--- src/rtl/alarme_sequenciador.sv ---
// Alarm escalation sequencer: arm, grace, warning, full alarm and snooze states
// driven by presence, link status and an acknowledge button, with tick-based timers.
module alarme_sequenciador #(
   parameter int unsigned TICK_DIV     = 50000,
   parameter int unsigned GRACE_TICKS  = 200,
   parameter int unsigned WARN_TICKS   = 300,
   parameter int unsigned SNOOZE_TICKS = 600,
   parameter int unsigned BLINK_DIV    = 25000000
) (
   input  logic       clk,
   input  logic       rst_n,
   input  logic       presenca,
   input  logic       link_ok,
   input  logic       button,
   output logic [2:0] saida,
   output logic [2:0] estado,
   output logic       alarm
);

   typedef enum logic [2:0] {
      IDLE   = 3'd0,
      ARMED  = 3'd1,
      GRACE  = 3'd2,
      WARN   = 3'd3,
      ALARM  = 3'd4,
      SNOOZE = 3'd5
   } state_t;

   localparam logic [23:0] TICK_LAST   = 24'(TICK_DIV - 1);
   localparam logic [25:0] BLINK_LAST  = 26'(BLINK_DIV - 1);
   localparam logic [15:0] GRACE_LOAD  = 16'(GRACE_TICKS);
   localparam logic [15:0] WARN_LOAD   = 16'(WARN_TICKS);
   localparam logic [15:0] SNOOZE_LOAD = 16'(SNOOZE_TICKS);

   state_t      state;
   state_t      state_nxt;
   logic        entering;

   logic        pres_q;
   logic        link_q;

   logic        btn_s1;
   logic        btn_s2;
   logic        btn_prev;
   logic [1:0]  sync_fill;
   logic        press;

   logic [23:0] presc;
   logic        tick;
   logic [15:0] timer;
   logic [15:0] timer_nxt;
   logic        expiry;

   logic [25:0] blink_cnt;
   logic [25:0] blink_cnt_nxt;
   logic        blink;
   logic        blink_nxt;

   logic [2:0]  saida_nxt;
   logic        alarm_nxt;

   // Until the synchronizer has refilled after reset the edge register is held
   // high, so a button held through reset release never looks like a new rise.
   always_ff @(posedge clk) begin
      if (!rst_n) begin
         btn_s1    <= 1'b0;
         btn_s2    <= 1'b0;
         btn_prev  <= 1'b1;
         sync_fill <= '0;
         press     <= 1'b0;
      end else begin
         btn_s1    <= button;
         btn_s2    <= btn_s1;
         sync_fill <= {sync_fill[0], 1'b1};
         btn_prev  <= sync_fill[1] ? btn_s2 : 1'b1;
         press     <= btn_s2 & ~btn_prev;
      end
   end

   assign tick   = (presc == TICK_LAST);
   assign expiry = tick && (timer == 16'd1);

   always_comb begin
      state_nxt = state;
      case (state)
         IDLE: begin
            if (pres_q) state_nxt = ARMED;
         end
         ARMED: begin
            if (!pres_q)      state_nxt = IDLE;
            else if (!link_q) state_nxt = GRACE;
         end
         GRACE: begin
            if (!pres_q)     state_nxt = IDLE;
            else if (link_q) state_nxt = ARMED;
            else if (expiry) state_nxt = WARN;
         end
         WARN: begin
            if (!pres_q)     state_nxt = IDLE;
            else if (link_q) state_nxt = ARMED;
            else if (press)  state_nxt = SNOOZE;
            else if (expiry) state_nxt = ALARM;
         end
         ALARM: begin
            // a presence dropout must not silence an active alarm
            if (link_q)     state_nxt = ARMED;
            else if (press) state_nxt = SNOOZE;
         end
         SNOOZE: begin
            if (!pres_q)     state_nxt = IDLE;
            else if (link_q) state_nxt = ARMED;
            else if (expiry) state_nxt = WARN;
         end
         default: state_nxt = IDLE;
      endcase
   end

   assign entering = (state_nxt != state);

   always_comb begin
      timer_nxt = timer;
      if (entering) begin
         case (state_nxt)
            GRACE:   timer_nxt = GRACE_LOAD;
            WARN:    timer_nxt = WARN_LOAD;
            SNOOZE:  timer_nxt = SNOOZE_LOAD;
            default: timer_nxt = '0;
         endcase
      end else if (tick && (timer != 16'd0)) begin
         timer_nxt = timer - 16'd1;
      end
   end

   always_comb begin
      blink_nxt     = blink;
      blink_cnt_nxt = blink_cnt + 26'd1;
      if (entering) begin
         blink_nxt     = 1'b1;
         blink_cnt_nxt = '0;
      end else if (blink_cnt == BLINK_LAST) begin
         blink_nxt     = ~blink;
         blink_cnt_nxt = '0;
      end
   end

   // Outputs decode the next state so they register on the same edge as it.
   always_comb begin
      saida_nxt = '0;
      alarm_nxt = 1'b0;
      case (state_nxt)
         ARMED:  saida_nxt = 3'b001;
         GRACE:  saida_nxt = {2'b00, blink_nxt};
         WARN: begin
            saida_nxt = {1'b1, blink_nxt, 1'b0};
            alarm_nxt = 1'b1;
         end
         ALARM: begin
            saida_nxt = 3'b110;
            alarm_nxt = 1'b1;
         end
         SNOOZE: saida_nxt = 3'b100;
         default: saida_nxt = '0;
      endcase
   end

   always_ff @(posedge clk) begin
      if (!rst_n) begin
         state     <= IDLE;
         pres_q    <= 1'b0;
         link_q    <= 1'b0;
         presc     <= '0;
         timer     <= '0;
         blink     <= 1'b0;
         blink_cnt <= '0;
         saida     <= '0;
         estado    <= '0;
         alarm     <= 1'b0;
      end else begin
         state     <= state_nxt;
         pres_q    <= presenca;
         link_q    <= link_ok;
         presc     <= (entering || tick) ? '0 : presc + 24'd1;
         timer     <= timer_nxt;
         blink     <= blink_nxt;
         blink_cnt <= blink_cnt_nxt;
         saida     <= saida_nxt;
         estado    <= state_nxt;
         alarm     <= alarm_nxt;
      end
   end

endmodule
--- config.mk ---
export PLATFORM = sky130hd
export DESIGN_NAME = alarme_sequenciador
export DESIGN_NICKNAME = d
export VERILOG_FILES = /design/src/rtl/alarme_sequenciador.sv
export SDC_FILE = /design/constraint.sdc
export NUM_CORES = 1
export LEC_CHECK = 0
export CORE_UTILIZATION = 60
export CTS_CLUSTER_DIAMETER = 100
export DETAILED_ROUTE_END_ITERATION = 6
export PLACE_DENSITY = 0.78
export RECOVER_POWER = 25
export SLEW_MARGIN = 10
export SYNTH_ARGS = -nofsm -noshare
export SYNTH_HDL_FRONTEND = slang
export SYNTH_SLANG_ARGS = --single-unit
--- constraint.sdc ---
create_clock -name clk -period 4.76 [get_ports clk]
set_input_delay 0.714 -clock clk [delete_from_list [all_inputs] [get_ports clk]]
set_output_delay 0.714 -clock clk [all_outputs]
set_load 0.02 [all_outputs]
---- Word-level counts from Yosys, hierarchy flattened ----
Cells that the tools add are included.
operators by class
  reduce and logical (&&, ||, !) cells .... 11
  multiplexer cells ....................... 21
  bitwise logic cells ..................... 4
  add/subtract/negate cells ............... 3
  equal/unequal tests ..................... 14
operators with widths
  operator               count
  $mux 3                 12
  $mux 16                2
  $pmux 10 s3            1
  $pmux 3 s5             2
  $add 26x1->26 const B  1
  $eq 26x25->1 const B   1
  $add 24x1->24 const B  1
  $eq 24x16->1 const B   1
  $eq 16x1->1 const B    1
  $reduce_bool 16->1     1
  $sub 16x1->16 const B  1
  $eq 3x2->1 const B     4
  $eq 3x3->1 const B     4
  $eq 3x1->1 const B     2
  $reduce_or 2->1        3
  $mux 1                 4
  $logic_not 3->1        1
  $ne 3x3->1             1
  $not 1->1              3
  $reduce_or 3->1        1
  $logic_and 1x1->1      2
  $reduce_and 2->1       1
  $reduce_bool 2->1      1
  $and 1x1->1            1
  $logic_or 1x1->1       1
word-level totals
  output and inout bits ................... 7
  input port bits ......................... 5
  register bits after elaboration ......... 82
  word-level logic and storage cells ...... 68

---- Depth between registers and ports, before layout ----
Gate-level depths: netlist of run 1.
  word-level depth ........................ 10
  depth in mapped cells ................... 12
  gate-level depth less buffers ........... 10

---- Worst setup path before layout of run 1 ----
No wires, ideal clock.
  kind .................................... flip-flop to flip-flop
  start point ............................. register timer[2]
  end point ............................... register saida[0]
  clock period less this slack ............ 2.974 ns
  path slack .............................. 1.786 ns
  path buffers ............................ 1
  data required time ...................... 4.673 ns
  stages on the path, launching flop included .. 10
  library setup time ...................... 0.087 ns
  arrival time ............................ 2.887 ns
  cell sequence ........................... dfxtp_1 > or4_4 > and4b_1 > or4b_1 > buf_2 > a2111oi_4 > inv_2 > ha_1 > nand3b_1 > o31ai_1
between the ends
  word-level cells in the longest chain between the ends .. 10
  elaborated cells on any way between the ends .. 18
  classes of those cells .................. eq/ne (7); mux (10); reduce/logical (1)
RTL lines
  item                      line  text
  start: declaration        50    logic [15:0] timer;
  start signal: assignment  183   timer <= timer_nxt;
  $eq 16x1->1 (*)           81    assign expiry = tick && (timer == 16'd1);
  $logic_and 1x1->1 (*)     81
  $mux 3                    102   else if (expiry) state_nxt = ALARM;
  $mux 3                    101   else if (press) state_nxt = SNOOZE;
  $mux 3                    100   else if (link_q) state_nxt = ARMED;
  $mux 3                    99    if (!pres_q) state_nxt = IDLE;
  $pmux 3 s5 (*)            85    case (state)
  $ne 3x3->1                118   assign entering = (state_nxt != state);
  $mux 1                    137   if (entering) begin
  $pmux 3 s5 (*)            150   case (state_nxt)
  end signal: assignment    186   saida <= saida_nxt;
  end: declaration          15    output logic [2:0] saida,
Mark *: on every way between the ends. The rest lies on a longest branch, timed or not.
A chain may end at the register's enable or synchronous reset.

---- Worst setup path after layout of run 1 ----
Same ends and word-level chain as after synthesis.

==> out/metrics.yaml, run 1 <==
ys_ff_latch: 82
cp_slowest_cell: "a2111oi_0"
grt_overflow: 0
grt_pass1_wl_um: 11000
ys_seq_area_share_pct: 43.3
synth_area_leaders: "dfxtp_1 (43%), nor2_1 (9.0%), xnor2_1 (7.6%)"
synthCells: 440
p_leak_nw: 1.46
initial_utilization_pct: 63.3
cts_buffers: 9
ctsResizeCount: 0
p_seq_share_pct: 57.6
reg2reg_from: "timer[2]$_SDFFE_PN0P_"
power.share.clock_pct: 37.9
synth_fp_nets: 451
vias: 2815
cpPeakStageDelay_ps: 1000
yosys_warnings: 0
synth-xor-area-share_pct: 14.1
fin_setup_tns_ps: 0
cp.arrival_ps: 4100
area_growth_pct: 6.90
cts_buffer_depth: 2
yosysUniqueCellTypes: 56
place_congestion: 0.780
final_area_um2: 4050
crit_family: "simple AND/OR/NAND/NOR gates"
fmax_mhz: 261
htreeDepth: 3
internal_power_w: 0.000937
mappedNetlistArea_um2: 3790
dieArea_um2: 6640
fin_util_pct: 67.6
status: "complete, no violations"
antenna_found_initial: 0
die_h_um: 81.5
report.final.slew_viol_count: 0
startpoint: "timer[2]$_SDFFE_PN0P_"
cts-root-buf: "clkbuf_8"
hold_class: "register to register"
start_kind: "register"
core_um2: 5990
grt_max_degree: 27
final_cell_mix: "nor2_1 (91), dfxtp_1 (82), nand2_1 (35), xnor2_1 (33), xor2_1 (28)"
fin_crit_sh_pct: 80.5
core.rowCount: 28
die_x_um: 81.5
synth_top_family_by_area: "simple AND/OR/NAND/NOR gates"
critPathKind: "register to register"
hpwl_um: 4530
drt-vias-per-instance: 5.36
num-fill-cells: 497
synth_top_area_share_pct: 43.3
grt_pass1_vias: 2561
peakVddDrop_mv: 0.209
syn-mean-instance-area_um2: 8.61
p_sw_w: 0.000286
drtIter0Drc: 158
synth_simple_gate_area_share_pct: 29.7
muxShareOfSynthArea_pct: 0
cp_max_fo: 6
path_buf_inv: 1
synth-adder-area-share_pct: 1.98
timing.reg2reg.setup_slack_ps: 930
wl_per_cell_um: 12.4
synth_flop_cell: "dfxtp_1"
io-pin-count: 12
max_slew_margin_pct: 25.9
period_needed_ps: 3830
io_buffers: 11
clock_latency_ps: 350
synth_edf_count: 0
cp-end-kind: "register"
final_cells: 525
place_area_um2: 3900
maxCapViolations: 0
report.final.hold_viol_count: 0
cp_data_required_time_ps: 5030
setup_viol: 0
clk_pin_slew_worst_paths_ps: 80
path_cells: "or4_1 > and4b_1 > or4b_1 > a2111oi_0 > inv_2 > ha_1 > nand3b_1 > o31ai_1"
drive_gt1_share_pct: 4.89
synth-async-reset-ratio_pct: 0
min-delay-start: "sync_fill[1]$_SDFF_PN0_"
skew_ps: 7.14
combPwrFrac_pct: 4.5
place_inst: 509
cts_setup_buffers: 0
final_common_cell: "nor2_1"
grtUsageTotal_pct: 21.6
postRouteAntennaNets: 0
power_density_nw_per_um2: 302
cts_tree: "yes"
switching_share_pct: 23.4
diodes: 0
synth_top_cell_by_area: "dfxtp_1"
clock-sinks: 82
post-route-drc-count: 0
hold_buffers: 0
drt-total-wl_um: 6490
tightest_slew_ps: 1080
rsz0062_at_grt: "no"
first_pass_iters: 4
nNetsFinal: 456
synth-compound-area-share_pct: 7.26
[cell families (layout without fill, tap and decap cells)]
family / Yosys count / after routing
and+or+nand+nor: 226 / 226
AOI/OAI and AO/OA: 36 / 36
xor gates and xnor gates: 61 / 61
adders and majority gates: 6 / 6
DFF: 82 / 82
buffers and inverters: 29 / 39
[per-stage QoR]
stage / setup WS, ps / hold WS, ps / power [W]
2_1_floorplan: 1790 / 368 / 0.000769
3_3_place_gp: 1370 / 374 / 0.000777
3_5_place_dp: 1270 / 385 / 0.000779
4_1_cts: 1270 / 400 / 0.00124
5_1_grt: 725 / 409 / 0.00127
6_report: 928 / 397 / 0.00122
[registers in the layout (all words and copies together), names as in the netlist, 2 cells and up]
signal and flops:
blink_cnt 26, sync_fill 2, presc 24, saida 3, timer 16, state 3
[Yosys cell counts, types with 2 or more instances]
master	count
xor2_1	28
clkbuf_1	6
nor2b_1	4
buf_4	4
nor3_1	10
a21oi_1	6
and2_1	7
nand3_1	19
or2_2	2
and4_1	3
nor4_1	7
nor2_1	91
nand3b_1	6
a211oi_1	4
and3_1	17
o21ai_0	7
inv_1	11
o21bai_1	2
o22ai_1	2
buf_2	6
ha_1	6
nor4b_1	2
nand2b_1	3
nand2_1	34
dfxtp_1	82
xnor2_1	33
or3_1	2
nand4_1	7
or2_1	2
[metal layers]
| layer | wire length, µm | vias up | share of wire [%] | GRT usage (%) |
|---|---|---|---|---|
| li1 | - | 1486 | - | - |
| met1 | 3180 | 1286 | 49 | 26.7 |
| met2 | 3060 | 33 | 47 | 36.2 |
| met3 | 127 | 10 | 2.0 | 4.33 |
| met4 | 119 | 0 | 1.8 | 9.64 |
| met5 | 0 | - | 0 | 0 |
[cell type report]
class | instances | area [µm²] | share of cell area (%)
tap | 75 | 93.8 | 2.32
clock buffer | 13 | 159 | 3.92
sequential | 82 | 1640 | 40.5
multi-input combinational | 329 | 1980 | 48.9
clock inverter | 3 | 22.5 | 0.556
timing repair buffer | 11 | 110 | 2.72
inverter | 12 | 45.0 | 1.11
[final timing paths]
check	to	depth (start not counted)
min	btn_prev$_SDFF_PN1_	1
max reg2reg	saida[0]$_SDFF_PN0_	8
max	saida[0]$_SDFF_PN0_	8
min reg2reg	btn_prev$_SDFF_PN1_	1
[power groups by stage]
stage               combinational, W  clock, W  sequential (W)
CTS                        0.0000580  0.000477        0.000705
floorplan                  0.0000511         0        0.000718
global placement           0.0000561         0        0.000721
detailed placement         0.0000577         0        0.000721
global route               0.0000603  0.000504        0.000707
finish                     0.0000546  0.000464        0.000705
(Power assumes the default switching activity.)
==> inputs of run 2 (changes only) <==
CORE_UTILIZATION = 55   (was 60)
PLACE_DENSITY = 0.75   (was 0.78)
clock period = 3.4 ns   (was 4.76 ns; I/O delays follow)
==> out/metrics.yaml, run 2 (same netlist as run 1, synthesis figures left out) <==
rsz0062_at_grt: "no"
final_cell_mix: "nor2_1 (91), dfxtp_1 (82), nand2_1 (34), xnor2_1 (33), xor2_1 (28)"
grtUsageMet2_pct: 32.0
start_kind: "register"
place_congestion: 0.807
clk_pin_slew_worst_paths_ps: 80
io_buffers: 11
report.final.slew_viol_count: 0
cp_max_fo: 6
drt-vias-per-instance: 5.39
setup_viol: 0
worst_slack_ps: 193
ctsResizeCount: 0
grtUsageTotal_pct: 19.8
cp-end-kind: "register"
cp.arrival_ps: 3470
fin_crit_sh_pct: 94.3
htreeDepth: 3
path_cells: "or4_4 > and4b_1 > or4b_1 > a2111oi_4 > inv_2 > ha_1 > nand3b_1 > o31ai_1"
die_h_um: 85.0
clock_latency_ps: 350
power_density_nw_per_um2: 441
skew_ps: 10.6
cp_data_required_time_ps: 3670
total_power_w: 0.00184
largest_register_ffs: 26
hold_class: "register to register"
cpPeakStageDelay_ps: 590
die_x_um: 85.0
drive_gt1_share_pct: 6.62
switching_share_pct: 22.5
io-pin-count: 12
clock-sinks: 82
nNetsFinal: 460
place_ws_ps: 197
cts_tree: "yes"
peakVddDrop_mv: 0.360
p_seq_share_pct: 53.6
drtIter0Drc: 140
dieArea_um2: 7230
period_needed_ps: 3210
postRouteAntennaNets: 0
status: "complete, no violations"
core.rowCount: 29
initial_utilization_pct: 58.4
grt_pass1_vias: 2731
cts_buffer_depth: 2
grt_use_met1_pct: 25.2
internal_power_w: 0.00143
tightest_slew_ps: 637
hold_buffers: 0
grt_overflow: 0
power.share.clock_pct: 41.5
critPathKind: "register to register"
fmax_mhz: 312
drt-total-wl_um: 6470
grt_pass1_wl_um: 11600
cts-root-buf: "clkbuf_8"
max_slew_margin_pct: 57.3
cts_buffers: 9
area_growth_pct: 10.1
grt_max_degree: 27
report.final.hold_viol_count: 0
wl_per_cell_um: 12.2
core_um2: 6490
hpwl_um: 4550
grtUsageMet3_pct: 5.25
combPwrFrac_pct: 4.8
cts_setup_buffers: 0
p_leak_nw: 1.51
grt.busiest_layer: "met2"
vias: 2856
num-fill-cells: 537
fin_setup_tns_ps: 0
diodes: 0
antenna_found_initial: 0
final_common_cell: "nor2_1"
first_pass_iters: 4
p_sw_w: 0.000414
top_register: "blink_cnt"
top_regs: "blink_cnt (26), presc (24), timer (16)"
post-route-drc-count: 0
cp_slowest_cell: "or4b_1"
maxCapViolations: 0
## run 2: changes by cell type in the layout (fill, tap and decap cells not counted), moves of 2 or more
cell,before,now
clkbuf_8,11,9
buf_4,0,2
clkbuf_1,2,0
bufinv_16,0,2
buf_12,0,2
## run 2: area by class of cell
class                      count  area (µm²)  share of cell area, %
clock buffer                   9         124                   2.97
clock inverter                 6        90.1                   2.16
inverter                      12        45.0                   1.08
multi-input combinational    329        2010                   48.2
sequential                    82        1640                   39.4
tap                           77        96.3                   2.31
timing repair buffer          15         165                   3.96
## run 2: power groups by stage
| stage | clock (W) | sequential (W) | combinational (W) |
|---|---|---|---|
| 2_1_floorplan | 0 | 0.00101 | 0.0000716 |
| 3_3_place_gp | 0 | 0.00101 | 0.0000890 |
| 3_5_place_dp | 0 | 0.00101 | 0.0000906 |
| 4_1_cts | 0.000783 | 0.000987 | 0.0000909 |
| 5_1_grt | 0.000821 | 0.000990 | 0.000101 |
| 6_report | 0.000764 | 0.000987 | 0.0000892 |
## run 2: worst paths after layout
| check | end | start | slack (ps) | depth (start not counted) |
|---|---|---|---|---|
| max reg2reg | saida[0]$_SDFF_PN0_ | timer[2]$_SDFFE_PN0P_ | 190 | 8 |
| min reg2reg | press$_SDFF_PN0_ | btn_prev$_SDFF_PN1_ | 410 | 1 |
| max | saida[0]$_SDFF_PN0_ | timer[2]$_SDFFE_PN0P_ | 190 | 8 |
| min | press$_SDFF_PN0_ | btn_prev$_SDFF_PN1_ | 410 | 1 |
## run 2: metrics by stage
stage,instances,hold slack [ps],util [%],cell area (µm²)
after floorplan,440,368,-,3790
after global placement,515,372,60.9,3960
after detailed placement,515,392,60.9,3960
after CTS,530,408,64.2,4170
after global routing,530,428,64.2,4170
final,530,406,64.2,4170
## run 2: worst max-delay path: cells and delay by family (launching register included)
family | cells | cell delay, ps
DFF | 1 | 360
adders and majority gates | 1 | 340
and+or+nand+nor | 4 | 1630
AOI/OAI and AO/OA | 2 | 680
buffers and inverters | 1 | 130
## run 2: metal layers
| layer | up-vias | part of all wire (%) |
|---|---|---|
| met5 | - | 0 |
| met4 | 0 | 1.5 |
| met3 | 9 | 2.7 |
| met2 | 24 | 46 |
| met1 | 1322 | 50 |
| li1 | 1501 | - |
==> inputs of run 3 (changes only) <==
CORE_UTILIZATION = 57   (was 55)
CTS_BUF_LIST = sky130_fd_sc_hd__clkbuf_8   (was unset)
GPL_TIMING_DRIVEN = 0   (was unset)
PLACE_DENSITY = 0.78   (was 0.75)
==> out/metrics.yaml, run 3 (same netlist as run 1, synthesis figures left out) <==
timing.reg2reg.setup_slack_ps: 160
grt_pass1_vias: 2768
rsz0062_at_grt: "no"
fmax_mhz: 309
die_h_um: 83.5
hold_buffers: 0
grt_pass1_wl_um: 11800
max_slew_margin_pct: 49.5
cts_buffer_depth: 2
io_buffers: 11
fin_setup_tns_ps: 0
cts_tree: "yes"
drt-vias-per-instance: 5.40
crit_path_end: "saida[0]$_SDFF_PN0_"
cts-root-buf: "clkbuf_8"
cp.arrival_ps: 3500
grt_overflow: 0
report.final.hold_viol_count: 0
top_regs: "blink_cnt (26), presc (24), timer (16)"
cp_max_fo: 6
core.rowCount: 29
power_density_nw_per_um2: 418
worst_slack_ps: 163
clock-sinks: 82
wl_per_cell_um: 12.5
final_common_cell: "nor2_1"
fin_crit_sh_pct: 95.2
hpwl_um: 4960
cts_setup_buffers: 0
period_needed_ps: 3240
r2r_cells: 9
post-route-drc-count: 0
skew_ps: 4.67
place_ws_ps: 163
grtUsageTotal_pct: 20.5
clock_latency_ps: 340
hold_class: "register to register"
setup_viol: 0
diodes: 0
final_area_um2: 4180
maxCapViolations: 0
io-pin-count: 12
tightest_slew_ps: 753
final_cells: 543
report.final.slew_viol_count: 0
start_kind: "register"
drtIter0Drc: 148
die_x_um: 83.5
cts_buffers: 9
drive_gt1_share_pct: 6.87
antenna_found_initial: 0
cp_data_required_time_ps: 3660
peakVddDrop_mv: 0.235
place_congestion: 0.800
first_pass_iters: 4
postRouteAntennaNets: 0
grt_max_degree: 13
htreeDepth: 3
largest_register_ffs: 26
vias: 2933
dieArea_um2: 6980
place_inst: 528
reg2reg_from: "timer[2]$_SDFFE_PN0P_"
core_um2: 6390
total_power_w: 0.00175
clk_pin_slew_worst_paths_ps: 80
drt-total-wl_um: 6810
nNetsFinal: 473
p_leak_nw: 1.52
startpoint: "timer[2]$_SDFFE_PN0P_"
critPathKind: "register to register"
area_growth_pct: 10.3
initial_utilization_pct: 59.3
ctsResizeCount: 0
status: "complete, no violations"
cp-end-kind: "register"
final_cell_mix: "nor2_1 (91), dfxtp_1 (82), nand2_1 (34), xnor2_1 (33), xor2_1 (28)"
top_register: "blink_cnt"
place_area_um2: 4000
r2r-end: "saida[0]$_SDFF_PN0_"
[run 3: worst min-delay path by stage]
stage                             from                   to  cells past startpoint
2_1_floorplan  sync_fill[1]$_SDFF_PN0_  btn_prev$_SDFF_PN1_                      1
3_3_place_gp   sync_fill[1]$_SDFF_PN0_  btn_prev$_SDFF_PN1_                      1
3_5_place_dp   sync_fill[1]$_SDFF_PN0_  btn_prev$_SDFF_PN1_                      1
4_1_cts        sync_fill[1]$_SDFF_PN0_  btn_prev$_SDFF_PN1_                      1
5_1_grt        sync_fill[1]$_SDFF_PN0_  btn_prev$_SDFF_PN1_                      1
6_report           btn_prev$_SDFF_PN1_     press$_SDFF_PN0_                      1
[run 3: critical path: stages, from the launching register on]
cell,delay (ps)
dfxtp_1,360
or4_4,570
and4b_1,320
or4b_1,430
buf_2,180
a2111oi_4,480
inv_2,130
ha_1,340
nand3b_1,160
o31ai_1,180
[run 3: area by class of cell]
type	count	area [µm²]
Buffer	17	91.3
Clock buffer	10	138
Clock inverter	5	48.8
Fill cell	564	2210
Inverter	12	45.0
Multi-Input combinational cell	329	2010
Sequential cell	82	1640
Tap cell	77	96.3
Timing Repair Buffer	11	110
[run 3: where the power goes]
part | total (W) | leakage (nW) | switching, W | internal (W)
sequential | 0.000983 | 0.664 | 0.00000909 | 0.000974
clock | 0.000669 | 0.102 | 0.000321 | 0.000348
combinational | 0.0000966 | 0.757 | 0.0000566 | 0.0000400
[run 3: layer usage]
metal  track usage [%]  vias up  wire, µm
li1                  -     1521         -
met1              25.3     1358      3300
met2              35.2       42      3220
met3              3.26       12       160
met4              9.24        0       121
met5                 0        -         0
[run 3: per-stage QoR]
step | utilization, % | hold slack, ps
6_report | 65.5 | 395
5_1_grt | 65.5 | 403
4_1_cts | 65.5 | 397
3_5_place_dp | 62.6 | 379
3_3_place_gp | 62.6 | 371
2_1_floorplan | - | 368
